### config.mk
export PLATFORM = sky130hd
export DESIGN_NAME = legv8_alu_issue
export DESIGN_NICKNAME = d
export VERILOG_FILES = /design/src/rtl/legv8_alu_issue_pkg.sv /design/src/rtl/legv8_alu_issue_decode.sv /design/src/rtl/legv8_alu_issue.sv
export SDC_FILE = /design/constraint.sdc
export NUM_CORES = 1
export LEC_CHECK = 0
export ABC_AREA = 1
export CORE_MARGIN = 4
export CORE_UTILIZATION = 31
export CTS_CLUSTER_DIAMETER = 80
export DETAILED_ROUTE_END_ITERATION = 12
export PLACE_DENSITY = 0.64
export SLEW_MARGIN = 0
export SYNTH_ARGS = -nofsm -noshare
export SYNTH_HDL_FRONTEND = slang
export SYNTH_SLANG_ARGS = --single-unit
export TNS_END_PERCENT = 1
### constraint.sdc
create_clock -name clock -period 9.8 [get_ports clock]
set_input_delay 1.47 -clock clock [delete_from_list [all_inputs] [get_ports clock]]
set_output_delay 1.47 -clock clock [all_outputs]
set_load 0.01 [all_outputs]
### src/rtl/legv8_alu_issue_pkg.sv
// legv8_alu_issue_pkg
//   Shared definitions for the LEGv8 ALU issue unit:
//     - FSM state encoding (state_t)
//     - B-operand source select (bsel_t)
//     - ALU function-select codes, FS = {mux[2:0], Binv, Ainv}
//     - 11-bit R-type and 10-bit I-type opcode constants
//     - decode_t record produced by the decoder, plus a constructor helper
package legv8_alu_issue_pkg;

  typedef enum logic [1:0] {
    ST_IDLE = 2'd0,
    ST_EXEC = 2'd1,
    ST_DONE = 2'd2
  } state_t;

  typedef enum logic [1:0] {
    BSEL_RM    = 2'd0,
    BSEL_IMM   = 2'd1,
    BSEL_SHAMT = 2'd2
  } bsel_t;

  // ALU function select: mux selects AND/ORR/ADD/EOR/LSL/LSR,
  // Binv with carry-in 1 turns ADD into a two's-complement subtract.
  localparam logic [4:0] FS_AND = 5'b00000;
  localparam logic [4:0] FS_ORR = 5'b00100;
  localparam logic [4:0] FS_ADD = 5'b01000;
  localparam logic [4:0] FS_SUB = 5'b01010;
  localparam logic [4:0] FS_EOR = 5'b01100;
  localparam logic [4:0] FS_LSL = 5'b10000;
  localparam logic [4:0] FS_LSR = 5'b10100;

  // R-type opcodes, instr[31:21]
  localparam logic [10:0] OP_ADD  = 11'b100_0101_1000;
  localparam logic [10:0] OP_ADDS = 11'b101_0101_1000;
  localparam logic [10:0] OP_SUB  = 11'b110_0101_1000;
  localparam logic [10:0] OP_SUBS = 11'b111_0101_1000;
  localparam logic [10:0] OP_AND  = 11'b100_0101_0000;
  localparam logic [10:0] OP_ANDS = 11'b111_0101_0000;
  localparam logic [10:0] OP_ORR  = 11'b101_0101_0000;
  localparam logic [10:0] OP_EOR  = 11'b110_0101_0000;
  localparam logic [10:0] OP_LSL  = 11'b110_1001_1011;
  localparam logic [10:0] OP_LSR  = 11'b110_1001_1010;

  // I-type opcodes, instr[31:22]
  localparam logic [9:0] OP_ADDI  = 10'b10_0100_0100;
  localparam logic [9:0] OP_ADDIS = 10'b10_1100_0100;
  localparam logic [9:0] OP_SUBI  = 10'b11_0100_0100;
  localparam logic [9:0] OP_SUBIS = 10'b11_1100_0100;
  localparam logic [9:0] OP_ANDI  = 10'b10_0100_1000;
  localparam logic [9:0] OP_ORRI  = 10'b10_1100_1000;
  localparam logic [9:0] OP_EORI  = 10'b11_0100_1000;

  typedef struct packed {
    logic [4:0] fs;
    logic       c0;
    bsel_t      bsel;
    logic       set_flags;
    logic       legal;
  } decode_t;

  // Builds the decode record for a supported instruction.
  function automatic decode_t mk_decode(input logic [4:0] fs, input logic c0,
                                        input bsel_t bsel, input logic set_flags);
    decode_t d;
    d.fs        = fs;
    d.c0        = c0;
    d.bsel      = bsel;
    d.set_flags = set_flags;
    d.legal     = 1'b1;
    return d;
  endfunction

endpackage

### src/rtl/legv8_alu_issue_decode.sv
// legv8_alu_issue_decode
//   Combinational opcode decoder for the LEGv8 ALU issue unit.
//   Ports:
//     opcode  in   11  instr[31:21]; I-type forms are matched on opcode[10:1]
//     dec     out  decode_t {fs, c0, bsel, set_flags, legal}
module legv8_alu_issue_decode
  import legv8_alu_issue_pkg::*;
(
  input  logic [10:0] opcode,
  output decode_t     dec
);

  // R-type encodings are tried first on all 11 bits; anything that misses
  // falls through to the 10-bit I-type table, and a miss there is illegal.
  always_comb begin
    dec      = '0;
    dec.bsel = BSEL_RM;
    case (opcode)
      OP_ADD:  dec = mk_decode(FS_ADD, 1'b0, BSEL_RM,    1'b0);
      OP_ADDS: dec = mk_decode(FS_ADD, 1'b0, BSEL_RM,    1'b1);
      OP_SUB:  dec = mk_decode(FS_SUB, 1'b1, BSEL_RM,    1'b0);
      OP_SUBS: dec = mk_decode(FS_SUB, 1'b1, BSEL_RM,    1'b1);
      OP_AND:  dec = mk_decode(FS_AND, 1'b0, BSEL_RM,    1'b0);
      OP_ANDS: dec = mk_decode(FS_AND, 1'b0, BSEL_RM,    1'b1);
      OP_ORR:  dec = mk_decode(FS_ORR, 1'b0, BSEL_RM,    1'b0);
      OP_EOR:  dec = mk_decode(FS_EOR, 1'b0, BSEL_RM,    1'b0);
      OP_LSL:  dec = mk_decode(FS_LSL, 1'b0, BSEL_SHAMT, 1'b0);
      OP_LSR:  dec = mk_decode(FS_LSR, 1'b0, BSEL_SHAMT, 1'b0);
      default: begin
        case (opcode[10:1])
          OP_ADDI:  dec = mk_decode(FS_ADD, 1'b0, BSEL_IMM, 1'b0);
          OP_ADDIS: dec = mk_decode(FS_ADD, 1'b0, BSEL_IMM, 1'b1);
          OP_SUBI:  dec = mk_decode(FS_SUB, 1'b1, BSEL_IMM, 1'b0);
          OP_SUBIS: dec = mk_decode(FS_SUB, 1'b1, BSEL_IMM, 1'b1);
          OP_ANDI:  dec = mk_decode(FS_AND, 1'b0, BSEL_IMM, 1'b0);
          OP_ORRI:  dec = mk_decode(FS_ORR, 1'b0, BSEL_IMM, 1'b0);
          OP_EORI:  dec = mk_decode(FS_EOR, 1'b0, BSEL_IMM, 1'b0);
          default:  dec = '0;
        endcase
      end
    endcase
  end

endmodule

### src/rtl/legv8_alu_issue.sv
// legv8_alu_issue
//   Issue side of the LEGv8 ALU: accepts a decoded-register-read instruction,
//   drives the external combinational ALU for one cycle, captures its result
//   and status, maintains the architectural NZCV register and hands the result
//   to writeback through a valid/ready handshake.
//   Ports:
//     clock, reset            rising-edge clock, async active-high reset
//     in_valid/in_ready       upstream handshake (ready only in IDLE)
//     instr, rd_a, rd_b       instruction word and Rn/Rm read data
//     alu_a/alu_b/alu_fs/alu_c0  registered ALU drive
//     alu_f, alu_status       ALU result and {V,C,N,Z}
//     res_valid/res_ready     downstream handshake
//     result, rd_idx, wr_en, illegal  writeback payload
//     flags                   architectural {V,C,N,Z}
//   DW must stay 64 to match the ALU.
module legv8_alu_issue
  import legv8_alu_issue_pkg::*;
#(
  parameter int DW    = 64,
  parameter int IMM_W = 12
) (
  input  logic          clock,
  input  logic          reset,
  input  logic          in_valid,
  output logic          in_ready,
  input  logic [31:0]   instr,
  input  logic [DW-1:0] rd_a,
  input  logic [DW-1:0] rd_b,
  output logic [DW-1:0] alu_a,
  output logic [DW-1:0] alu_b,
  output logic [4:0]    alu_fs,
  output logic          alu_c0,
  input  logic [DW-1:0] alu_f,
  input  logic [3:0]    alu_status,
  output logic          res_valid,
  input  logic          res_ready,
  output logic [DW-1:0] result,
  output logic [4:0]    rd_idx,
  output logic          wr_en,
  output logic          illegal,
  output logic [3:0]    flags
);

  state_t        state_q, state_d;
  decode_t       dec;
  logic [DW-1:0] b_next;
  logic          accept;
  logic          set_flags_q;
  logic          legal_q;

  // Register addresses for Rn/Rm are resolved upstream into rd_a/rd_b.
  logic unused_fields;
  assign unused_fields = ^{instr[20:16], instr[9:5]};

  legv8_alu_issue_decode u_decode (
    .opcode (instr[31:21]),
    .dec    (dec)
  );

  assign accept = (state_q == ST_IDLE) && in_valid;

  // B operand source: register, zero-extended 12-bit immediate, or shamt.
  always_comb begin
    b_next = rd_b;
    case (dec.bsel)
      BSEL_IMM:   b_next = DW'(instr[10 +: IMM_W]);
      BSEL_SHAMT: b_next = DW'(instr[15:10]);
      default:    b_next = rd_b;
    endcase
  end

  always_ff @(posedge clock or posedge reset) begin
    if (reset) state_q <= ST_IDLE;
    else       state_q <= state_d;
  end

  always_comb begin
    state_d   = state_q;
    in_ready  = 1'b0;
    res_valid = 1'b0;
    case (state_q)
      ST_IDLE: begin
        in_ready = 1'b1;
        if (in_valid) state_d = ST_EXEC;
      end
      ST_EXEC: state_d = ST_DONE;
      ST_DONE: begin
        res_valid = 1'b1;
        if (res_ready) state_d = ST_IDLE;
      end
      default: state_d = ST_IDLE;
    endcase
  end

  // The alu_* registers load at the accept edge so the ALU sees stable
  // operands for the whole EXEC cycle; an illegal instruction leaves them
  // at their previous values. Result and flags are captured at the end of EXEC.
  always_ff @(posedge clock or posedge reset) begin
    if (reset) begin
      alu_a       <= '0;
      alu_b       <= '0;
      alu_fs      <= '0;
      alu_c0      <= 1'b0;
      result      <= '0;
      rd_idx      <= '0;
      wr_en       <= 1'b0;
      illegal     <= 1'b0;
      flags       <= '0;
      set_flags_q <= 1'b0;
      legal_q     <= 1'b0;
    end else begin
      if (accept) begin
        rd_idx      <= instr[4:0];
        wr_en       <= dec.legal && (instr[4:0] != 5'd31);
        illegal     <= !dec.legal;
        set_flags_q <= dec.set_flags;
        legal_q     <= dec.legal;
        if (dec.legal) begin
          alu_a  <= rd_a;
          alu_b  <= b_next;
          alu_fs <= dec.fs;
          alu_c0 <= dec.c0;
        end
      end
      if (state_q == ST_EXEC) begin
        result <= legal_q ? alu_f : '0;
        if (legal_q && set_flags_q) flags <= alu_status;
      end
    end
  end

endmodule

**Yosys cells after proc, flatten, opt, wreduce, memory -nomap -nowiden**

Cells that the tools add are included.

- Flip-flop bits (word level): 213
- Bits of input ports: 232

- Reduce and logical (&&, ||, !) cells: 8
- Equality and inequality tests: 24
- Multiplexer cells: 9

Operator list:

| kind | number |
|---|---|
| $pmux 64 s2 | 1 |
| $eq 11x11->1 const B | 10 |
| $pmux 10 s10 | 1 |
| $eq 10x10->1 const B | 7 |
| $mux 64 | 1 |
| $pmux 9 s7 | 1 |
| $pmux 2 s3 | 1 |
| $reduce_and 2->1 | 3 |
| $ne 5x5->1 const B | 1 |
| $eq 2x1->1 const B | 2 |
| $eq 2x2->1 const B | 2 |
| $mux 2 | 2 |
| $ne 2x2->1 const B | 2 |
| $logic_and 1x1->1 | 3 |
| $logic_not 2->1 | 1 |
| $mux 1 | 2 |
| $logic_not 1->1 | 1 |

**Longest topological paths before layout**

- Depth after elaboration: 5
- Gate-level depth with buffers: 13
- Gate-level depth less buffers: 11

**By module**

From an unflattened synthesis, not the netlist that was laid out.

- Cell total of the unflattened synthesis: 1,039
- Area, all modules: 8,724.6 µm²

Modules (own cells, without submodules):

| module | area an instance (µm²) | times used | cells each | seq. area each (µm²) |
|---|---|---|---|---|
| legv8_alu_issue | 8,364.3 | 1 | 968 | 5,330.1 |
| legv8_alu_issue_decode | 360.3 | 1 | 71 | 0.0 |

**Worst setup path before layout**

Ideal clock, no wire load.

- Path type: input-to-reg
- Start point: input instr[26]
- End point: register alu_a[10]
- Data arrival time: 2.600 ns
- Stages: 13
- Path buffers: 2
- Path slack: 7.083 ns
- Path through: inv_1 > nand2_1 > nor2_1 > nand3_1 > nand2_1 > nor2_2 > nand2_2 > nand2_4 > inv_2 > buf_6 > buf_4 > nand2_1 > nand2_1

- Cells in the longest elaborated chain, start to end: 4

Ends and longest elaborated chain:

| element | line | source |
|---|---|---|
| start, declared | legv8_alu_issue.sv:26 | `input logic [31:0] instr,` |
| $eq 10x10->1 | legv8_alu_issue_decode.sv:30 | `case (opcode[10:1])` |
| $pmux 9 s7 | legv8_alu_issue_decode.sv:30 |  |
| $pmux 10 s10 * | legv8_alu_issue_decode.sv:18 | `case (opcode)` |
| $reduce_and 2->1 (no source line) * | - |  |
| end signal, assigned | legv8_alu_issue.sv:119 | `alu_a <= rd_a;` |
| end, declared | legv8_alu_issue.sv:29 | `output logic [DW-1:0] alu_a,` |

Every way passes the cells marked *; elsewhere a longest branch is shown, timed or not.
A chain may end at the register's enable or synchronous reset.

**Final worst setup path**

- Start point: input instr[29]
- End point: register wr_en

- Cells in the longest elaborated chain, start to end: 4

Ends and longest elaborated chain:

| element | line | source |
|---|---|---|
| $eq 10x10->1 | legv8_alu_issue_decode.sv:30 |  |
| $pmux 9 s7 | legv8_alu_issue_decode.sv:30 |  |
| $pmux 10 s10 * | legv8_alu_issue_decode.sv:18 |  |
| $logic_and 1x1->1 * | legv8_alu_issue.sv:114 | `wr_en <= dec.legal && (instr[4:0] != 5'd31);` |
| end signal, assigned | legv8_alu_issue.sv:114 |  |
| end, declared | legv8_alu_issue.sv:39 | `output logic wr_en,` |

Marks and branches as above.

==> summary.txt <==
GRT
  • Vias in the first global route: between 7k and 8k
  • Gr usage total: 0.189
  • GRT overflow: 0
  • Largest net degree at the start of global routing: about 140
  • Initial antenna violation count: 5
  • First-pass GRT wire length: 45800 um

Route
  • Post-route DRC: 0
  • Routed wire length: about 30000 um
  • DRT iter0 DRCs: 391
  • Wire per inst: 17.6 um
  • Vias post-DR: 7742
  • Pre-antenna DRT Iters: 4
  • Final antenna-violating net count: 0
  • Vias per cell: approximately 4.7

Floorplanning
  • Core ar.: 0.0269 mm^2
  • Die Width: approximately 170 um
  • Die height: about 170 um
  • Initial Util: 0.315
  • I/O pins: around 440
  • Row cnt: 60
  • Die area: between 0.02 and 0.03 mm^2

Synth
  • Main flop type after synthesis: dfrtp_1
  • EDFF count, synth: 0
  • Cell area after synthesis: 0.00846 mm^2
  • Largest family of logic cells by synthesized area: simple AND/OR/NAND/NOR gates
  • Syn Nets: 1117
  • Post-Synth XOR/XNOR Area: 0
  • Distinct cell type count after synthesis: 26
  • Synth Area in Simple Gates: 0.219
  • Yosys synthesis warning count: 0
  • Post-synth ARST share: 1.00
  • Syn Inst Count: 885
  • Sequential area share after synthesis: 0.624
  • Compound-Gate Fraction of Synth Area: 0.105
  • Post-synthesis mux area share: 0.00533
  • Syn_area_per_cell: 9.55 um^2
  • Yosys reg bits: 211
  • Adder-cell share of the synthesized area: 0

Clock tree
  • Clock buffer depth: 3
  • Post-cts resize count: 0
  • H-tree depth: 1
  • Post-CTS Hold Buffers: 0
  • CTS tree: built
  • Num CTS Buffers: 25
  • Clock sinks: 211
  • Clock root buffer: clkbuf_16
  • Setup Buffers After CTS: 0
  • Clock Pin Slew Worst Setup and Hold Paths: around 60 ps
  • Clock Latency Late Sink: 520 ps

Status
  • Status: finished clean

STA
  • Setup TNS: 0 ps
  • Slew Limit Fails: 0
  • RSZ-0062 raised after global routing: false
  • Measured slew at the worst slew-check pin: 1040 ps
  • Fin. Hold Viols: 0
  • Fmax: 0.257 GHz
  • Final setup viols: 0
  • Clock skew: 7.05 ps
  • Final hold slack: 476 ps
  • Min cycle time layout: 3890 ps
  • Final Cycle Share: 0.396
  • Worst slew margin: 0.305

Placed design
  • Number of I/O port buffers: 436
  • Placement Cell Area: 0.0130 mm^2
  • DP HPWL: 20400 um
  • Gp weighted congestion: 0.807
  • Placed Cells: 1610

Worst hold path
  • Worst Hold Class: flop to flop

Final layout
  • Fill count: 2469
  • Area growth, synth to finish: 64.0%
  • Final std cells w/o fill: 1658
  • NumNets Final: ~1.5k
  • Combined area of the multi-input logic cells: 0.00282 mm^2
  • Final instance area: between 0.01 and 0.015 mm^2
  • Register area: roughly 0.0053 mm^2
  • Fraction of layout cells with a size suffix above 1: 0.0487

Worst setup path
  • Kind of critical path: primary input to flop
  • Critical Path Source Type: primary input
  • Crit. End Element: flop
  • CP max FO: 116
  • CP required: 10150 ps
  • Arrival @ worst endpoint: approximately 4200 ps

Job
  • Max-cap violation count: 0

Power
  • Pleak: 6.60 nW
  • Maximum vdd ir drop: 117 uV
  • Pwr/cell area: roughly 180 mW/mm^2
## worst paths after layout
kind | start | to | slack (ps) | cells after the start
max | instr[29] | wr_en$_DFFE_PP0P_ | 5910 | 11
min | rd_idx[1]$_DFFE_PP0P_ | rd_idx[1]$_DFFE_PP0P_ | 480 | 2
max reg2reg | state_q[1]$_DFFE_PP0P_ | alu_a[23]$_DFFE_PP0P_ | 6880 | 8
min reg2reg | rd_idx[1]$_DFFE_PP0P_ | rd_idx[1]$_DFFE_PP0P_ | 480 | 2
max in group asynchronous | reset | result[7]$_DFFE_PP0P_ | 6600 | 3
min in group asynchronous | reset | result[62]$_DFFE_PP0P_ | 1520 | 2
## cell usage after synthesis, types with 2 or more instances
cell      instances  area, um^2
nand2_1         352        1320
dfrtp_1         211        5280
nand3_1          76         380
a22o_1           64         561
o21ai_0          40         200
clkbuf_1         25        93.8
nor2_1           25        93.8
o21ai_1          20         100
inv_1            19        71.3
buf_2            18        90.1
buf_4            11        82.6
mux2_2            4        45.0
buf_6             3        33.8
buf_1             2        7.51
inv_2             2        7.51
nor2_2            2        12.5
nor3_1            2        10.0
## cell type report
class	instances	area share
flip-flops and latches	211	0.381
repair buffers	443	0.318
multi-input cells	594	0.203
clock buffers	30	0.0493
well taps	341	0.0308
clock inverters	14	0.0109
inverters	21	0.00622
diodes	4	0.000722
## layout by cell type, fill, tap and decap left out, drive strengths merged
master,instances
a21oi,1
a22o,64
and2,1
buf,7
bufinv,3
clkbuf,30
clkdlybuf4s50,436
clkinv,9
clkinvlp,1
conb,1
dfrtp,211
diode,4
inv,22
mux2,4
nand2,354
nand3,76
nand3b,1
nor2,27
nor3,2
o211a,1
o21a,1
o21ai,60
o21bai,1
## cell families after synthesis
group	count (synthesis)
mux	4
flops	211
compound gates	128
simple gates	461
buf+inv	80
other cells	1
## layer usage
layer,track usage,vias up,wire (um)
li1,-,3730,-
met1,0.229,3627,11600
met2,0.310,326,13800
met3,0.0706,57,2910
met4,0.0672,2,904
met5,0,-,13
## sequential cells by signal (all words and copies together) (netlist names)
signal,flops
alu_fs,4
set_flags_q,1
state_q,2
wr_en,1
legal_q,1
rd_idx,5
alu_a,64
flags,4
result,64
illegal,1
alu_b,64
## report_power, final
part           internal (mW)  switching, mW  total (mW)
combinational          0.311          0.253       0.564
sequential             0.978         0.0599        1.04
clock                  0.574          0.370       0.944
## worst max-delay path: stages
cell and delay (ps):
clkdlybuf4s50_1 630, inv_2 80, nand2_1 70, nor2_1 60
nand3_1 90, nand2_1 110, nor2_4 140, nand2_2 90
nand2_8 340, buf_4 850, o21ai_0 190
## through the flow
stage          power [mW]  utilization  worst slack [ps]
2_1_floorplan        1.25            -              2560
3_3_place_gp         1.62        0.485              5390
3_5_place_dp         1.62        0.485              5370
4_1_cts              2.59        0.516              5900
5_1_grt              2.68        0.516              5630
6_report             2.55        0.516              5910
(Power assumes the default switching activity.)
